==> config.mk <==
export PLATFORM = sky130hd
export DESIGN_NAME = cb_mult_arbiter
export DESIGN_NICKNAME = d
export VERILOG_FILES = /design/src/rtl/cb_mult_pkg.sv /design/src/rtl/ArrayMultiplier_column_bypass_generic.sv /design/src/rtl/cb_mult_arbiter.sv
export SDC_FILE = /design/constraint.sdc
export NUM_CORES = 1
export LEC_CHECK = 0
export CORE_MARGIN = 8
export CORE_UTILIZATION = 40
export CTS_CLUSTER_DIAMETER = 120
export DETAILED_ROUTE_END_ITERATION = 8
export PLACE_DENSITY_LB_ADDON = 0.3
export SKIP_LAST_GASP = 1
export SLEW_MARGIN = 10
export SYNTH_ARGS = -nofsm -noshare
export SYNTH_HDL_FRONTEND = slang
export SYNTH_SLANG_ARGS = --single-unit
==> constraint.sdc <==
create_clock -name clk -period 6.95 [get_ports clk]
set_input_delay 1.39 -clock clk [delete_from_list [all_inputs] [get_ports clk]]
set_output_delay 1.39 -clock clk [all_outputs]
set_load 0.01 [all_outputs]
==> src/rtl/cb_mult_pkg.sv <==
// Shared definitions for the two-requester column-bypass multiplier arbiter.
package cb_mult_pkg;

  localparam int unsigned DEF_M      = 4;
  localparam int unsigned DEF_N      = 4;
  localparam int unsigned DEF_SETTLE = 2;
  localparam int unsigned CNT_W      = 4;

  typedef enum logic [1:0] {
    ST_IDLE    = 2'd0,
    ST_COMPUTE = 2'd1,
    ST_RESP    = 2'd2
  } state_e;

endpackage

==> src/rtl/ArrayMultiplier_column_bypass_generic.sv <==
// Unsigned m x n array multiplier; columns with a[i]==0 skip the partial-product adder.
module ArrayMultiplier_column_bypass_generic #(
  parameter int m = 4,
  parameter int n = 4
) (
  output logic [m+n-1:0] p,
  input  logic [m-1:0]   a,
  input  logic [n-1:0]   x
);

  // Row-by-row ripple array; a zero multiplicand bit turns its column into a pass-through half adder
  always_comb begin
    logic [m+n-1:0] acc;
    logic           c;
    logic           s;
    acc = '0;
    c   = 1'b0;
    s   = 1'b0;
    for (int j = 0; j < n; j++) begin
      c = 1'b0;
      for (int i = 0; i < m; i++) begin
        s = acc[i+j];
        if (a[i]) begin
          acc[i+j] = s ^ x[j] ^ c;
          c        = (s & x[j]) | (c & (s ^ x[j]));
        end else begin
          acc[i+j] = s ^ c;
          c        = s & c;
        end
      end
      acc[j+m] = c;
    end
    p = acc;
  end

endmodule

==> src/rtl/cb_mult_arbiter.sv <==
// Round-robin arbiter sharing one column-bypass array multiplier between two requesters.
module cb_mult_arbiter
  import cb_mult_pkg::*;
#(
  parameter int unsigned M      = DEF_M,
  parameter int unsigned N      = DEF_N,
  parameter int unsigned SETTLE = DEF_SETTLE
) (
  input  logic         clk,
  input  logic         rst,
  input  logic         req0_valid,
  output logic         req0_ready,
  input  logic [M-1:0] req0_a,
  input  logic [N-1:0] req0_x,
  input  logic         req1_valid,
  output logic         req1_ready,
  input  logic [M-1:0] req1_a,
  input  logic [N-1:0] req1_x,
  output logic         rsp_valid,
  input  logic         rsp_ready,
  output logic         rsp_id,
  output logic [M+N-1:0] rsp_p
);

  localparam int unsigned P_W = M + N;

  state_e           state_q, state_d;
  logic [M-1:0]     a_q, a_d;
  logic [N-1:0]     x_q, x_d;
  logic             id_q, id_d;
  logic [P_W-1:0]   p_q, p_d;
  logic             vld_q, vld_d;
  logic [CNT_W-1:0] cnt_q, cnt_d;
  logic             last_q, last_d;

  logic             grant_c;
  logic             accept_c;
  logic [M-1:0]     in_a_c;
  logic [N-1:0]     in_x_c;
  logic             zero_c;
  logic             settled_c;
  logic [P_W-1:0]   arr_p;

  // Grant req1 when it is alone, or on a tie when req0 was served last
  assign grant_c   = req1_valid & (~req0_valid | ~last_q);
  assign accept_c  = (state_q == ST_IDLE) & ~rst & (req0_valid | req1_valid);
  assign in_a_c    = grant_c ? req1_a : req0_a;
  assign in_x_c    = grant_c ? req1_x : req0_x;
  assign zero_c    = (in_a_c == '0) | (in_x_c == '0);
  assign settled_c = (cnt_q == CNT_W'(SETTLE - 1));

  ArrayMultiplier_column_bypass_generic #(
    .m(M),
    .n(N)
  ) u_mult (
    .p(arr_p),
    .a(a_q),
    .x(x_q)
  );

  // State register
  always_ff @(posedge clk) begin
    if (rst) state_q <= ST_IDLE;
    else     state_q <= state_d;
  end

  // Next-state logic: zero operands skip the array and go straight to RESP
  always_comb begin
    state_d = state_q;
    case (state_q)
      ST_IDLE:    if (accept_c) state_d = zero_c ? ST_RESP : ST_COMPUTE;
      ST_COMPUTE: if (settled_c) state_d = ST_RESP;
      ST_RESP:    if (rsp_ready) state_d = ST_IDLE;
      default:    state_d = ST_IDLE;
    endcase
  end

  // Request handshake: ready only in IDLE, only for the granted valid requester
  always_comb begin
    req0_ready = 1'b0;
    req1_ready = 1'b0;
    if (state_q == ST_IDLE && !rst) begin
      req0_ready = req0_valid & ~grant_c;
      req1_ready = req1_valid & grant_c;
    end
  end

  // Datapath next values; operand registers move only on an accepted non-zero request
  always_comb begin
    a_d    = a_q;
    x_d    = x_q;
    id_d   = id_q;
    p_d    = p_q;
    vld_d  = vld_q;
    cnt_d  = cnt_q;
    last_d = last_q;
    case (state_q)
      ST_IDLE: begin
        if (accept_c) begin
          id_d   = grant_c;
          last_d = grant_c;
          cnt_d  = '0;
          if (zero_c) begin
            p_d   = '0;
            vld_d = 1'b1;
          end else begin
            a_d = in_a_c;
            x_d = in_x_c;
          end
        end
      end
      ST_COMPUTE: begin
        cnt_d = cnt_q + CNT_W'(1);
        if (settled_c) begin
          p_d   = arr_p;
          vld_d = 1'b1;
          cnt_d = '0;
        end
      end
      ST_RESP: begin
        if (rsp_ready) vld_d = 1'b0;
      end
      default: begin
        vld_d = 1'b0;
      end
    endcase
  end

  // Datapath registers; reset discards any operation in flight
  always_ff @(posedge clk) begin
    if (rst) begin
      a_q    <= '0;
      x_q    <= '0;
      id_q   <= 1'b0;
      p_q    <= '0;
      vld_q  <= 1'b0;
      cnt_q  <= '0;
      last_q <= 1'b1;
    end else begin
      a_q    <= a_d;
      x_q    <= x_d;
      id_q   <= id_d;
      p_q    <= p_d;
      vld_q  <= vld_d;
      cnt_q  <= cnt_d;
      last_q <= last_d;
    end
  end

  assign rsp_valid = vld_q;
  assign rsp_id    = id_q;
  assign rsp_p     = p_q;

endmodule
==> results_tabular.tex <==
\begin{tabular}{lr}
\hline
Metric & Value \\
\hline
\multicolumn{2}{l}{\textbf{Yosys}} \\
Dominant register cell in the synthesized netlist & sky130\_fd\_sc\_hd\_\_dfxtp\_1 \\
Most frequent cell after synthesis & sky130\_fd\_sc\_hd\_\_nor2\_1 \\
Distinct cell type count of the synthesized netlist & 57 \\
Proportion of synthesized chip area in sequential cells & 27.0\% \\
Area fraction of the dominant cell type after synthesis & a little over a quarter \\
Seq cells post-synth & 25 \\
Area contributors post-synth & sky130\_fd\_sc\_hd\_\_dfxtp\_1, sky130\_fd\_sc\_hd\_\_ha\_1, sky130\_fd\_sc\_hd\_\_nor2\_1, sky130\_fd\_sc\_hd\_\_nand2\_1, sky130\_fd\_sc\_hd\_\_a21oi\_1 \\
Async set or reset register ratio after synthesis & 0\% \\
Commonest cells in the synthesized netlist & sky130\_fd\_sc\_hd\_\_nor2\_1, sky130\_fd\_sc\_hd\_\_dfxtp\_1, sky130\_fd\_sc\_hd\_\_nand2\_1 \\
Syn. warnings & 0 \\
Cell type with the highest aggregate area in the netlist & sky130\_fd\_sc\_hd\_\_dfxtp\_1 \\
Cell count after synthesis & $\sim$230 \\
Number of synthesized flops with an enable pin & 0 \\
Post-synthesis instance area & 1850 um\^{}2 \\
Syn Area/Cell & about 7.9 um\^{}2 \\
Post-synthesis net count & between 200 and 300 \\
\multicolumn{2}{l}{\textbf{Clock tree}} \\
Clock latency on the worst-skew pair & 0.27 ns \\
Total of cells resized after clock tree synthesis & 0 \\
CTS tree & yes \\
Clock sink total & 25 \\
Number of buffers inserted during clock tree synthesis & 3 \\
Number of buffers inserted by hold repair at cts & 0 \\
Clock tree buffer depth & 2 \\
Post-CTS setup buffers & 0 \\
Number of H-tree branching levels & 1 \\
Clock edge transition at the registers on the reported setup and hold paths & $\sim$0.080 ns \\
Buffer type at the clock tree root & sky130\_fd\_sc\_hd\_\_clkbuf\_8 \\
\multicolumn{2}{l}{\textbf{Global route}} \\
Pin count of the biggest net entering global routing & 24 \\
Total global routing track utilization & 12.3\% \\
Overall overflow remaining after global route & 0 \\
Via count of the first global-routing pass & between 1500 and 2000 \\
Wire length of the first global-routing pass & about 7600 um \\
Antenna violations before repair & 0 \\
\multicolumn{2}{l}{\textbf{Placed design}} \\
Placer congestion estimate & 0.781 \\
Post-Place Cells & 308 \\
Buffers on Ports & 32 \\
Total placed instance area & roughly 2200 um\^{}2 \\
Post-Place Setup Slack & 2.21 ns \\
Hpwl dp & 3370 um \\
\multicolumn{2}{l}{\textbf{Critical path}} \\
Nature of the critical path startpoint & input pin \\
Critical path required time & 5.56 ns \\
Cell-by-cell trace of the critical path & clkdlybuf4s50\_1 -> nor3\_2 -> and2\_1 -> clkdlybuf4s50\_1 \\
Arrival time at the worst endpoint & 3.35 ns \\
Slowest cell on the critical path & sky130\_fd\_sc\_hd\_\_clkdlybuf4s50\_1 \\
Crit path launch & rst \\
Delay contributed by the slowest stage of the critical path & 0.84 ns \\
Type of the setup path with the least slack & in -> out \\
FF-to-FF path depth & 19 \\
Startpoint of the lowest-slack register-to-register path & a\_q[2]\$\_SDFFE\_PP0P\_ \\
R2r endpoint & rsp\_p[7]\$\_SDFFE\_PP0P\_ \\
Kind of end point of the critical path & output port \\
Setup crit end & req1\_ready \\
Reg-to-reg slack, setup & 2.29 ns \\
Crit Path Max Fanout & 23 \\
Crit path top cell by count & sky130\_fd\_sc\_hd\_\_clkdlybuf4s50\_1 \\
\multicolumn{2}{l}{\textbf{Pwr}} \\
Power after layout & 0.359 mW \\
Standby leakage power & 0.891 nW \\
Power density cells & 160 nW/um\^{}2 \\
Worst ir drop on vdd & approximately 0.093 mV \\
\multicolumn{2}{l}{\textbf{Floorplan}} \\
Core footprint & roughly 4400 um\^{}2 \\
Die span in x & between 80 and 90 um \\
Initial standard-cell utilization of the core & around two fifths \\
Total Die Area & about 7100 um\^{}2 \\
Standard-cell rows & 24 \\
Chip Height & 84.0 um \\
Number of primary I/O pins & 33 \\
\multicolumn{2}{l}{\textbf{Run status}} \\
Outcome & finished, final reports clean \\
\multicolumn{2}{l}{\textbf{Layout}} \\
Share of layout cells above drive strength 1 & 8.46\% \\
Final core utilization & 50.8\% \\
Multi-input combinational cell area & 1280 um\^{}2 \\
Post-Layout Inst Area & 2240 um\^{}2 \\
Area occupied by registers & 500 um\^{}2 \\
Number of fillers in the final layout & 426 \\
Syn-to-layout area delta & 21.2\% \\
Ant diodes & 0 \\
Post-layout net count & 296 \\
Number of non-filler instances in the completed layout & 312 \\
\multicolumn{2}{l}{\textbf{Job}} \\
Max\_cap viols & 0 \\
\multicolumn{2}{l}{\textbf{Timing}} \\
Relative slew slack & 42.7\% \\
Hold\_ws & 0.459 ns \\
Maximum clock frequency & 0.211 GHz \\
Min cycle time layout & roughly 4.7 ns \\
Number of failing setup endpoints in the final timing report & 0 \\
Slew Limit Fails & 0 \\
Final Hold Vio Count & 0 \\
Final cycle utilization of the critical path & 68.2\% \\
Final setup TNS & 0 ns \\
Slew at the pin with the worst max-slew slack & 0.857 ns \\
Final Skew & between 0.009 and 0.01 ns \\
Post-route setup slack & 2.21 ns \\
RSZ-0062 raised after global routing & no \\
\multicolumn{2}{l}{\textbf{Routing}} \\
Topmost layer with routed signal wires & met4 \\
Via total after detailed routing & 1713 \\
Length of routed met2 wiring & 1840 um \\
WL met1 & $\sim$2200 um \\
WL per Instance & 13.6 um \\
DRT Pass-1 Iters & 4 \\
Initial drt markers & 99 \\
Post-route DRC violation count & 0 \\
Aggregate routed wire length & 4250 um \\
Residual antenna-violating net count after detailed routing & 0 \\
Detailed-route vias per instance & between 5 and 6 \\
Wire length on met3 & roughly 150 um \\
\multicolumn{2}{l}{\textbf{Min path}} \\
Type of the worst min-delay path & reg -> reg \\
\hline
\end{tabular}
## power breakdown
part / switching (mW) / total [mW] / internal, mW
logic: 0.0503 / 0.0980 / 0.0477
clock network: 0.0447 / 0.0847 / 0.0400
registers: 0.0223 / 0.176 / 0.154
total: 0.117 / 0.359 / 0.241
## state kept, by name (all words and copies together), names as in the netlist
register   count
rsp_p          8
cnt_q          4
x_q            4
last_q         1
state_q        2
rsp_valid      1
a_q            4
rsp_id         1
## layer usage
layer | vias up | global-route usage [%]
met5 | - | 0
met3 | 2 | 2.73
met4 | 0 | 2.83
li1 | 901 | -
met2 | 24 | 19.7
met1 | 786 | 16.1
## area by class of cell
| cell class | count | share of cell area (%) |
|---|---|---|
| Inverter | 7 | 1.17 |
| Tap cell | 52 | 2.90 |
| Multi-Input combinational cell | 191 | 56.9 |
| Sequential cell | 25 | 22.3 |
| Clock inverter | 1 | 0.223 |
| Clock buffer | 3 | 1.84 |
| Timing Repair Buffer | 33 | 14.6 |
## how the worst min path moves through the flow
stage	startpoint	to	slack [ns]	depth (start not counted)
after CTS	rsp_p[3]$_SDFFE_PP0P_	rsp_p[3]$_SDFFE_PP0P_	0.47	2
after detailed placement	rsp_p[3]$_SDFFE_PP0P_	rsp_p[3]$_SDFFE_PP0P_	0.44	2
final	rsp_p[2]$_SDFFE_PP0P_	rsp_p[2]$_SDFFE_PP0P_	0.46	2
after floorplan	cnt_q[3]$_SDFFE_PP0P_	cnt_q[3]$_SDFFE_PP0P_	0.46	2
after global routing	rsp_p[3]$_SDFFE_PP0P_	rsp_p[3]$_SDFFE_PP0P_	0.48	2
after global placement	rsp_p[3]$_SDFFE_PP0P_	rsp_p[3]$_SDFFE_PP0P_	0.44	2
## critical path: cells and delay by family
| kind | cells | cell delay (ns) |
|---|---|---|
| buffers and inverters | 2 | 1.39 |
| AND/OR/NAND/NOR | 2 | 0.56 |
## placed cells by master (no fill, tap or decap), types with 3 or more instances in the layout
cell type / instances
sky130_fd_sc_hd__clkdlybuf4s50_1: 32
sky130_fd_sc_hd__nor2_1: 26
sky130_fd_sc_hd__nand2_1: 25
sky130_fd_sc_hd__dfxtp_1: 25
sky130_fd_sc_hd__a21oi_1: 18
sky130_fd_sc_hd__ha_1: 14
sky130_fd_sc_hd__o21ai_0: 10
sky130_fd_sc_hd__mux2i_1: 8
sky130_fd_sc_hd__a211oi_1: 8
sky130_fd_sc_hd__inv_1: 6
sky130_fd_sc_hd__nand3_1: 6
sky130_fd_sc_hd__and3_1: 5
sky130_fd_sc_hd__xor2_1: 5
sky130_fd_sc_hd__and2_1: 4
sky130_fd_sc_hd__nor4_1: 4
sky130_fd_sc_hd__nor3_1: 4
sky130_fd_sc_hd__a31oi_1: 3
sky130_fd_sc_hd__nand2b_1: 3
sky130_fd_sc_hd__a31o_2: 3
sky130_fd_sc_hd__clkbuf_8: 3
## logic make-up after synthesis
logic type	count (synthesis)	synth area share, %
buf+inv	17	3.92
flops	25	27.0
compound gates	65	24.5
xor+xnor	7	3.31
simple gates	95	26.2
fa+ha+maj	14	9.47
mux	10	5.54
No activity file was read; power rests on OpenSTA's default activity.
